<file path="config.mk">
export PLATFORM = sky130hd
export DESIGN_NAME = knop_event_arbiter
export DESIGN_NICKNAME = d
export VERILOG_FILES = /design/src/rtl/knop_event_arbiter.sv
export SDC_FILE = /design/constraint.sdc
export NUM_CORES = 1
export LEC_CHECK = 0
export CAP_MARGIN = 0
export CORE_MARGIN = 8
export CORE_UTILIZATION = 66
export CTS_CLUSTER_DIAMETER = 200
export DETAILED_ROUTE_END_ITERATION = 8
export PLACE_DENSITY = 0.85
export SLEW_MARGIN = 20
export SYNTH_ARGS = -nofsm -noshare
export SYNTH_HDL_FRONTEND = slang
export SYNTH_SLANG_ARGS = --single-unit
</file>
<file path="constraint.sdc">
create_clock -name clk_in -period 6.1 [get_ports clk_in]
set_input_delay 1.22 -clock clk_in [delete_from_list [all_inputs] [get_ports clk_in]]
set_output_delay 1.22 -clock clk_in [all_outputs]
set_load 0.01 [all_outputs]
</file>
<file path="src/rtl/knop_event_arbiter.sv">
// Push-button front end: synchronise, debounce, detect presses, arbitrate them
// round-robin into a small event FIFO read over a valid/ack handshake.
module knop_event_arbiter #(
    parameter int N_KNOP     = 4,
    parameter int MAX_COUNT  = 100000,
    parameter int FIFO_DEPTH = 4
) (
    input  logic                          clk_in,
    input  logic                          reset,
    input  logic [N_KNOP-1:0]             knop,
    output logic [N_KNOP-1:0]             knop_stable,
    output logic                          evt_valid,
    output logic [2:0]                    evt_id,
    input  logic                          evt_ack,
    output logic [$clog2(FIFO_DEPTH):0]   pending,
    output logic                          overflow,
    input  logic                          clr_overflow
);

    localparam int CNT_W = $clog2(MAX_COUNT + 1);
    localparam int IDX_W = (N_KNOP > 1) ? $clog2(N_KNOP) : 1;
    localparam int PTR_W = (FIFO_DEPTH > 1) ? $clog2(FIFO_DEPTH) : 1;
    localparam logic [CNT_W-1:0] CNT_LAST  = CNT_W'(MAX_COUNT - 1);
    localparam logic [PTR_W:0]   FIFO_FULL = (PTR_W + 1)'(FIFO_DEPTH);

    function automatic logic [PTR_W-1:0] ptr_inc(input logic [PTR_W-1:0] p);
        if (p == PTR_W'(FIFO_DEPTH - 1)) begin
            return '0;
        end
        return p + PTR_W'(1);
    endfunction

    logic [N_KNOP-1:0] sync_p0, sync_p1, stable_prev;
    logic [CNT_W-1:0]  cnt [N_KNOP];
    logic [N_KNOP-1:0] pend, rise, loss, grant_oh;
    logic [IDX_W-1:0]  rr_ptr, grant_idx, cand;
    logic              grant_vld;
    logic [2:0]        mem [FIFO_DEPTH];
    logic [PTR_W-1:0]  wr_ptr, rd_ptr;
    logic [PTR_W:0]    count;
    logic              full, push, pop;

    // Stage p0/p1: two-flop synchroniser on the raw pins
    always_ff @(posedge clk_in) begin
        if (reset) begin
            sync_p0 <= '0;
            sync_p1 <= '0;
        end else begin
            sync_p0 <= knop;
            sync_p1 <= sync_p0;
        end
    end

    // Debounce: a level is accepted only after MAX_COUNT consecutive differing cycles
    always_ff @(posedge clk_in) begin
        if (reset) begin
            knop_stable <= '0;
            stable_prev <= '0;
            for (int i = 0; i < N_KNOP; i++) begin
                cnt[i] <= '0;
            end
        end else begin
            stable_prev <= knop_stable;
            for (int i = 0; i < N_KNOP; i++) begin
                if (sync_p1[i] != knop_stable[i]) begin
                    if (cnt[i] == CNT_LAST) begin
                        knop_stable[i] <= sync_p1[i];
                        cnt[i]         <= '0;
                    end else begin
                        cnt[i] <= cnt[i] + CNT_W'(1);
                    end
                end else begin
                    cnt[i] <= '0;
                end
            end
        end
    end

    assign rise = knop_stable & ~stable_prev;
    assign full = (count == FIFO_FULL);

    // Round-robin search beginning just after the last granted index
    always_comb begin
        grant_vld = 1'b0;
        grant_idx = '0;
        grant_oh  = '0;
        cand      = '0;
        if ((|pend) && !full) begin
            for (int k = 1; k <= N_KNOP; k++) begin
                cand = IDX_W'((int'(rr_ptr) + k) % N_KNOP);
                if (!grant_vld && pend[cand]) begin
                    grant_vld = 1'b1;
                    grant_idx = cand;
                end
            end
        end
        if (grant_vld) begin
            grant_oh[grant_idx] = 1'b1;
        end
    end

    // A press only counts as lost when the granted bit is not the one being re-pressed
    assign loss = rise & pend & ~grant_oh;
    assign push = grant_vld;
    assign pop  = evt_valid & evt_ack;

    always_ff @(posedge clk_in) begin
        if (reset) begin
            pend     <= '0;
            overflow <= 1'b0;
            rr_ptr   <= IDX_W'(N_KNOP - 1);
            wr_ptr   <= '0;
            rd_ptr   <= '0;
            count    <= '0;
        end else begin
            pend <= (pend & ~grant_oh) | rise;
            if (|loss) begin
                overflow <= 1'b1;
            end else if (clr_overflow) begin
                overflow <= 1'b0;
            end
            if (grant_vld) begin
                rr_ptr <= grant_idx;
            end
            if (push) begin
                wr_ptr <= ptr_inc(wr_ptr);
            end
            if (pop) begin
                rd_ptr <= ptr_inc(rd_ptr);
            end
            case ({push, pop})
                2'b10:   count <= count + (PTR_W + 1)'(1);
                2'b01:   count <= count - (PTR_W + 1)'(1);
                default: count <= count;
            endcase
        end
    end

    // FIFO storage is data only and carries no reset; evt_id is masked while empty
    always_ff @(posedge clk_in) begin
        if (push) begin
            mem[wr_ptr] <= 3'(grant_idx);
        end
    end

    assign evt_valid = (count != '0);
    assign evt_id    = evt_valid ? mem[rd_ptr] : 3'd0;
    assign pending   = count;

endmodule
</file>
* Word-level counts from Yosys, hierarchy flattened *
Memory sizes are Yosys's and may differ from the RTL's. A register that Yosys moved wholly into a read port is not among the register bits.
Cells that the tools add are included.

word-level totals
  logic and storage cells = 184
  register bits = 30
  bits in writable memories = 76
  input bits = 8
  output and inout bits = 12
  memories = 2

memories
  name  words  bits a word  rd ports  clocked after memory_dff  write ports  RTL line  text
  cnt   4      17           4         0                         4            34        logic [CNT_W-1:0] cnt [N_KNOP];
  mem   4      2            1         1                         1            38        logic [2:0] mem [FIFO_DEPTH];

operators by class
  magnitude comparators = 6
  reductions and logical operators = 18
  bitwise logic cells = 20
  multiplexer cells = 100
  eq/ne operators = 13
  add/sub/neg operators = 12

operators with widths
  cell                     number
  $mux W17                 12
  $mux W1                  69
  $add A17 B1 Y17 const B  4
  $eq A17 B17 Y1 const B   4
  $mux W2                  11
  $and A4 B4 Y4            4
  $lt A2 B3 Y1 const B     5
  $or A1 B1 Y1             12
  $add A2 B1 Y2 const B    4
  $bmux W1 S2              4
  $not A4 Y4               2
  $reduce_and A2 Y1        4
  $reduce_or A4 Y1         2
  $eq A2 B2 Y1 const B     3
  $pmux W3 S2              1
  $logic_and A1 B1 Y1      5
  $add A2 B2 Y2 const B    2
  $logic_not A1 Y1         4
  $mux W4                  1
  $ne A1 B1 Y1             4
  $or A4 B4 Y4             1
  $reduce_bool A2 Y1       2
  $add A3 B1 Y3 const B    1
  $eq A3 B3 Y1 const B     1
  7 further kinds          7

* Depth between registers and ports, before layout *
  depth in word-level cells = 26
  depth in mapped cells = 9
  gate-level depth less buffers = 9

* Worst setup path before layout *
Ideal clock, no wire load.

  path type = input -> register
  start point = input port evt_ack
  end point = register count[2], in the netlist pending[2]
  stages = 8
  path buffers = 0
  arrival time = 2.506 ns
  slack = 3.524 ns
  required time = 6.029 ns
  setup time = 0.071 ns
  cells stage by stage = nand2_1 > inv_1 > ha_1 > inv_1 > fa_1 > xor2_1 > or3_1 > a21oi_1

on the way
  cells in the longest elaborated chain, start to end = 3
  elaborated cells between the ends (all ways) = 5
  those cells by class = eq/ne: 2; mux: 1; bitwise: 1; reduce/logical: 1

RTL lines
  what                                                      RTL line  text
  from (decl)                                               14        input logic evt_ack,
  $and A1 B1 Y1 *                                           105       assign pop = evt_valid & evt_ack;
  named net pop                                             41        logic full, push, pop;
  $eq A2 B1 Y1 / $eq A2 B2 Y1 (equally long branches)       131       case ({push, pop})
  $pmux W3 S2 / $reduce_bool A2 Y1 (equally long branches)  n/a
  to (signal assigned)                                      132       2'b10: count <= count + (PTR_W + 1)'(1);
  to (signal assigned)                                      133       2'b01: count <= count - (PTR_W + 1)'(1);
  to (signal assigned)                                      134       default: count <= count;
  to (decl)                                                 40        logic [PTR_W:0] count;

The timed path passes the listed nets; every way through them passes the cells marked *.
A chain may end at the register's enable or synchronous reset.

==> out/metrics.cfg <==
[run_status]
status = finished clean

[global_routing]
first_global_vias = 3545
grt_max_degree = 35
grt_usage = 0.172
grt_remaining_overflow = 0
grt_pass1_wl_mm = 15.9
antenna_found_initial = 0

[synthesis]
postSynthCellCount = 504
synth_ff_type = edfxtp_1
synth_cell_types = 53
yosysSeqAreaShare = 0.549
synth_warnings = 0
netlist.area_leader.share = 0.429
ys_seq_elements = 108
synth_edf_count = 76
synth.avg_cell_area_um2 = 10.6
synthArstFlopShare = 0
netlist_area_um2 = 5320
synth_area_leaders = edfxtp_1, dfxtp_1, nor2_1
synth_area_leader_cell = edfxtp_1

[worst_setup_path]
r2r-end = pending[2]
cpMaxStageDelayCell = mux4_2
slowest_delay_ns = 0.50
ff2ff_path_depth = 9
critPathCaptureType = primary output
path_class = flip-flop to primary output
critical_path_required_ns = 4.88
start_kind = flip-flop
r2r_slack_ns = 3.61
crit_chain = mux4_2, and2_1, clkdlybuf4s50_1
critical_path.max_fanout = 2
arrival_ns = 1.89
r2r-start = pending[2]

[hold_path]
holdPathStages = 1
hold_end = sync_p1[3]
hp-class = flip-flop to flip-flop
hold_start = sync_p0[3]

[clocking]
cts_root_buf = clkbuf_8
clkLatencyLatePin_ns = 0.36
ctsLongestPathBuffers = 2
clk_pin_slew_worst_paths_ns = 0.09
cts-htree-levels = 3
clock_sinks = 108
ctsHoldBuffers = 0
post_cts_resized = 0
post_cts_buffers = 0
cts_made_buffers = 9
tritoncts = built

[floorplan]
die_area_um2 = 11200
io_pins = 20
initial_utilization = 0.685
die_x_um = 106
dieHeight_um = 106
rows = 32
core_region_area_um2 = 7770

[route]
dr.pass1.iters = 4
routed_wl_mm = 9.30
viasPerCell = 5.25
first_iter_violations = 125
antenna_left = 0
drcViolationCount = 0
dr_total_vias = 3646
avgRoutedWirePerCell_um = 13.4

[sta]
rsz0062_at_grt = no
fin_skew_ns = 0.00975
drv_slew = 0
min_period_ns = 3.11
worstMarginPinSlew_ns = 0.566
setup_slack_ns = 2.99
max_freq_ghz = 0.322
timing.final.crit_share = 0.509
relSlewSlack = 0.623
hold_viol = 0
finalSetupViolCount = 0
finalSetupTns_ns = 0

[power_and_ir_drop]
p_per_area_nw_per_um2 = 214
power_mw = 1.28
p_leak_nw = 2.13
ir_worst_vdd_v = 0.000158

[place]
dp.final_hpwl_mm = 6.84
place_inst = 679
dp_slack_ns = 2.83
portBuffers = 18
place.gp.congestion = 0.845

[finish]
layout_commonest_cell = nor2_1
final_cells = 695
n_antenna_cell = 0
syn2layout_area_growth_pct = 12.6
fin_nets = 607
drive_above_1_share = 0.0438
final_util = 0.772
most-common-layout-cells = nor2_1, edfxtp_1, conb_1

[run]
max-cap-violations = 0

==> worst max path at each step <==
stage	slack [ns]	startpoint	to	cells after the start
floorplan	3.52	evt_ack	pending[2]	8
global placement	3.01	evt_ack	pending[2]	9
detailed placement	2.83	evt_ack	pending[2]	9
CTS	2.96	flip-flop	evt_id[1]	3
global route	2.92	flip-flop	evt_id[1]	3
finish	2.99	flip-flop	evt_id[1]	3
==> per-layer routing <==
layer,vias up,wire (µm),global-route usage
met5,-,0,0
met2,65,4660,0.290
met4,0,104,0.0704
li1,1841,-,-
met3,11,334,0.0347
met1,1729,4200,0.211
==> per-stage QoR <==
stage	instance area [µm²]	hold slack (ns)
2_1_floorplan	5570	0.414
3_3_place_gp	5820	0.423
3_5_place_dp	5820	0.431
4_1_cts	5990	0.453
5_1_grt	5990	0.478
6_report	5990	0.453
==> layout make-up <==
type / count / area [µm²]
inverters: 26 / 97.6
clock buffers: 12 / 135
repair buffers: 19 / 188
clock inverters: 4 / 41.3
fillers: 554 / 1770
multi-input cells: 424 / 2480
flip-flops and latches: 108 / 2920
well taps: 102 / 128
==> cells in the mapped netlist (3+ instances only) <==
master,instances
o21ai_0,7
mux2i_1,5
nor3_1,11
nand2b_1,5
nand4_1,13
nand2_1,32
buf_4,3
buf_2,3
inv_1,25
ha_1,10
or4_1,4
and4_1,5
nand3_1,22
nor2_1,97
and2_1,3
dfxtp_1,32
a21oi_1,11
xor2_1,35
o2111ai_1,3
edfxtp_1,76
clkbuf_1,6
and3_1,11
nor2b_1,12
or3_1,4
xnor2_1,31
and2_2,4
==> state kept, by name, indices dropped and copies added, names as in the netlist, 3 cells and up, named ones only <==
signal and cells:
pending 3, stable_prev 4, sync_p1 4, mem 8, pend 4, cnt 68
sync_p0 4, knop_stable 4
==> cells by family (layout without fill, tap and decap cells) <==
group                      after synthesis  after routing  synth area share
AOI/OAI and AO/OA                       32             32            0.0395
adders and majority gates               11             11            0.0273
other                                    2             69           0.00141
and+or+nand+nor                        239            239             0.224
buffers and inverters                   39             61            0.0317
xor gates and xnor gates                66             66             0.109
muxes                                    7              7            0.0179
DFF                                    108            108             0.549
==> worst max-delay path, delay by kind of cell (launching register included) <==
family	cells	cell delay, ns
mux	1	0.50
simple gates	1	0.17
flops	1	0.39
buf+inv	1	0.47
==> power by group <==
part,switching [mW],total [mW],internal (mW)
registers,0.0220,0.826,0.804
clock network,0.221,0.408,0.187
logic,0.0285,0.0502,0.0217
No activity file was read; power rests on OpenSTA's default activity.
==> RTL change 1, RTL diff (same flow settings) <==
Change the parameter `FIFO_DEPTH` from 4 to 8.
--- a/src/rtl/knop_event_arbiter.sv
+++ b/src/rtl/knop_event_arbiter.sv
@@ -5,3 +5,3 @@
     parameter int MAX_COUNT  = 100000,
-    parameter int FIFO_DEPTH = 4
+    parameter int FIFO_DEPTH = 8
 ) (
Interface: changed (resized pending); port bits go from 20 to 21. No check against the original RTL was run, so the function may have changed too.
==> RTL change 1 against the unedited design <==
- sequential cell count is 12 higher
- wire length is 20% higher
- total power is 62% higher
- sequential power is 11% higher
- worst setup slack worse by 310 ps
- synthesized area is 9.2% higher
- cell area is 16% higher
- register-to-register slack worse by 620 ps
- highest routed layer unchanged
- first-iteration DRC count grew to 2.7 times the old value
- hold slack worse by 13 ps
==> RTL change 1: results (changes against the unedited design) <==
post-DR vias/cell=5.50 (was 5.25); maximum clock path buffer count=2 (unchanged); Synth Area per Inst=10.9 sq um (was 10.6 sq um); Synth Flop Type=edfxtp_1 (unchanged); EDFF count, synth=84 (was 76); 1st-iter DRT viols=333 (was 125); WL final=11200 um (was 9300 um); Layout Skew=8.67 ps (was 9.75 ps); Clk Tree Root Cell=clkbuf_8 (unchanged); Worst slew margin=48.3% (was 62.3%); Worst-Skew Late Latency=510 ps (was 360 ps); placed cell area=6270 sq um (was 5820 sq um); Distinct cells, synth=50 (was 53); Final Non-Filler Cells=745 (was 695); GRT Total Usage=19.9% (was 17.2%); initial antenna violation count=0 (unchanged); first-pass GRT wire length=18800 um (was 15900 um); dpl cells=713 (was 679); worst vdd ir=288 uV (was 158 uV); layout cells sized above 1=6.44% (was 4.38%); Setup Buffers After CTS=0 (unchanged); static leakage=0.00256 uW (was 0.00213 uW); n_diodes=0 (unchanged); top cells by area, synth=edfxtp_1 43%, dfxtp_1 12%, nor2_1 6.2% (was edfxtp_1 43%, dfxtp_1 12%, nor2_1 6.8%); status=complete, no violations (unchanged); fin nets=643 (was 607); CP Max Fanout=4 (was 2); register area share after synthesis=55.8% (was 54.9%); yosys warns=0 (unchanged); Regs by FF count=cnt (68), mem (16) (was cnt (68), mem (8)); asr flop ratio synth=0% (unchanged); top post-synthesis cells by count=96 x nor2_1, 84 x edfxtp_1, 37 x nand2_1, 36 x dfxtp_1, 36 x xor2_1 (was 97 x nor2_1, 76 x edfxtp_1, 35 x xor2_1, 32 x dfxtp_1, 32 x nand2_1); Gates resized, CTS repair=0 (unchanged); clock slew at reported path FFs=60 ps (was 90 ps); vias in the first global route=4106 (was 3545); pin count of the biggest net entering global routing=21 (was 35); Inserted Clock Buffers=17 (was 9); Max H-tree Level=4 (was 3); GP Congestion=0.848 (was 0.845); count of TritonRoute iterations in the first routing pass=5 (was 4); Hold WC Path Type=reg2reg (unchanged); Port Buffers=19 (was 18); DP Wirelength=6910 um (was 6840 um)
RTL change 1: cell count changes after synthesis, sizes merged, moves of 6 or more:
cell | before | now
nor4 | 2 | 9
edfxtp | 76 | 84
and3 | 11 | 18
or4 | 6 | 0
buf | 7 | 13
inv | 26 | 14
RTL change 1: cell type report:
cell class,instances,area (sq um)
sequential,120,3240
multi-input combinational,451,2650
fill,503,1710
clock buffer,19,432
clock inverter,13,224
timing repair buffer,20,198
tap,108,135
inverter,14,52.6
RTL change 1: final timing paths:
check | slack (ps) | cells past startpoint | to | from
max reg2reg | 2990 | 10 | pending[2] | pending[1]
max | 2680 | 4 | evt_id[1] | flip-flop
min | 440 | 1 | sync_p1[2] | sync_p0[2]
min reg2reg | 440 | 1 | sync_p1[2] | sync_p0[2]
RTL change 1: stage by stage:
step	setup slack [ps]	power, uW	util, %
2_1_floorplan	3430	965	-
3_3_place_gp	2780	975	72.7
3_5_place_dp	2700	977	72.7
4_1_cts	2620	2080	80.3
5_1_grt	2550	2130	80.3
6_report	2680	2070	80.3
RTL change 1: cell families after synthesis:
kind of cell / synth area share, %
DFF: 55.8
xor gates and xnor gates: 10.2
buffers and inverters: 2.97
other: 0.129
AOI/OAI and AO/OA: 3.77
and+or+nand+nor: 21.9
muxes: 2.76
adders and majority gates: 2.37
RTL change 1: metal layers:
layer	GRT usage [%]	wire [um]	vias up
met1	23.0	4770	1956
met2	34.0	5660	119
met4	7.62	205	0
li1	-	-	1998
met3	5.74	548	21
met5	0	0	-
RTL change 1: critical path, cell delays in order (launching register included):
cell             delay [ps]
dfxtp_1                 470
mux4_2                  530
mux2i_1                 140
nor2_1                   50
clkdlybuf4s50_1         500
RTL change 1: power by group:
group	internal, uW	switching [uW]	leakage, uW	total [uW]
Clock	755	354	0.000320	1110
Combinational	21.7	29.8	0.00110	51.5
Sequential	892	22.6	0.00114	914
Total	1670	406	0.00256	2070
==> RTL change 2, RTL diff (config.mk and constraints unchanged) <==
Made on the original files. Register the output `overflow` once more, cleared by the reset; this adds one clock of latency there. The other outputs are not delayed to match.
--- a/src/rtl/knop_event_arbiter.sv
+++ b/src/rtl/knop_event_arbiter.sv
@@ -24,2 +24,4 @@
     localparam logic [PTR_W:0]   FIFO_FULL = (PTR_W + 1)'(FIFO_DEPTH);
+
+    logic overflow_s0;
 
@@ -109,3 +111,3 @@
             pend     <= '0;
-            overflow <= 1'b0;
+            overflow_s0 <= 1'b0;
             rr_ptr   <= IDX_W'(N_KNOP - 1);
@@ -117,5 +119,5 @@
             if (|loss) begin
-                overflow <= 1'b1;
+                overflow_s0 <= 1'b1;
             end else if (clr_overflow) begin
-                overflow <= 1'b0;
+                overflow_s0 <= 1'b0;
             end
@@ -149,2 +151,10 @@
 
+    always_ff @(posedge clk_in) begin
+        if (reset) begin
+            overflow <= '0;
+        end else begin
+            overflow <= overflow_s0;
+        end
+    end
+
 endmodule
Function: same outputs for any inputs over 10 cycles, from zero or initial values and one cycle with reset high; that may be too few to reach the edited logic, so the function may still have changed.
==> RTL change 2 against the unedited design <==
- total power grew 4.4%
- combinational power up 3%
- synthesized area increased by 1.6%
- worst setup slack lost 39 ps
- wire length is 1.8% lower
- critical path depth unchanged
- sequential cell count increased by 1
- cell area grew 1.6%
- largest cell class unchanged
==> RTL change 2: results (changes against the unedited design) <==
grt met3 use=3.09% (was 3.47%); placed cell area=5880 sq um (was 5820 sq um); Syn Inst Count=498 (was 504); Setup Buffers After CTS=0 (unchanged); WL/cell=13.2 um (was 13.4 um); met1 Use GR=19.5% (was 21.1%); share of power burned in registers=62.1% (was 64.3%); number of synthesized register bits=109 (was 108); DR WL met2=4750 um (was 4660 um); Post-Synth Adder-Cell Area=2.69% (was 2.73%); commonest non-fill, non-tap cell in the layout=nor2_1 (unchanged); top cells by area, synth=edfxtp_1 42%, dfxtp_1 12%, xor2_1 7.0% (was edfxtp_1 43%, dfxtp_1 12%, nor2_1 6.8%); Layout Skew=16.7 ps (was 9.75 ps); number of non-clock inverters=16 (was 26); Crit Reg-Reg Startpoint=cnt[3][13] (was pending[2]); met2 usage=29.8% (was 29.0%); Worst slew margin=26.1% (was 62.3%); comb_multi_in=426 (was 424); top post-synthesis cells by count=86 x nor2_1, 76 x edfxtp_1, 43 x xor2_1, 33 x dfxtp_1, 28 x nand2_1 (was 97 x nor2_1, 76 x edfxtp_1, 35 x xor2_1, 32 x dfxtp_1, 32 x nand2_1); post-DR vias/cell=5.25 (about the same); filler cell count=578 (was 554); clock-cell share of area=3.45% (was 2.94%); 1st-iter DRT viols=109 (was 125); static leakage=0.00213 uW (about the same); Hold WC Path Type=reg2reg (unchanged); Max H-tree Level=3 (unchanged); Post-Synth XOR/XNOR Area=10.7% (was 10.9%); R2R Setup Slk=3580 ps (was 3610 ps); DR WL met3=343 um (was 334 um); mux cell area share after synthesis=1.76% (was 1.79%); fin nets=600 (was 607); Seq area share=48.3% (was 48.8%); DP Wirelength=6760 um (was 6840 um); worst vdd ir=116 uV (was 158 uV); clock network power share=34.1% (was 31.7%); status=complete, no violations (unchanged); complex-gate fraction of the synthesized area=3.45% (was 3.95%); WL met1=3860 um (was 4200 um); clk pwr=457 uW (was 408 uW); vias in the first global route=3574 (was 3545); CP Max Fanout=2 (unchanged); Worst Path Arrival=1920 ps (was 1890 ps); pin count of the biggest net entering global routing=36 (was 35); area occupied by multi-input gates=2550 sq um (was 2480 sq um); Final Hold Slack=440 ps (was 453 ps); Hold Crit Start=sync_p0[0] (was sync_p0[3]); Signal buf overhead=3.08% (was 3.13%); dpl cells=675 (was 679); GP Congestion=0.801 (was 0.845); GRT Total Usage=16.9% (was 17.2%); Worst Hold Path EP=sync_p1[0] (was sync_p1[3]); Final Non-Filler Cells=691 (was 695)
==> RTL change 2: how the worst max path moves through the flow <==
stage,slack [ps],end,cells after the start,from
2_1_floorplan,3520,pending[2],8,evt_ack
3_3_place_gp,3010,pending[2],9,evt_ack
3_5_place_dp,2970,pending[2],9,evt_ack
4_1_cts,2920,evt_id[1],3,flip-flop
5_1_grt,2900,evt_id[0],3,flip-flop
6_report,2960,evt_id[1],3,flip-flop
==> RTL change 2: through the flow <==
step / utilization [%] / setup WS (ps)
after detailed placement: 72.6 / 2970
after global routing: 75.2 / 2900
after floorplan: - / 3520
after global placement: 72.6 / 3010
final: 75.2 / 2960
after CTS: 75.2 / 2920
==> RTL change 2: worst max-delay path: stages (launching register included) <==
cell and delay, ps:
dfxtp_1 400, mux4_2 520, and2_1 170, clkdlybuf4s50_1 480
==> RTL change 2: logic make-up after synthesis <==
logic type,count (synthesis)
compound gates,28
xor+xnor,66
fa+ha+maj,11
buf+inv,30
flops,109
mux,7
other cells,2
simple gates,245
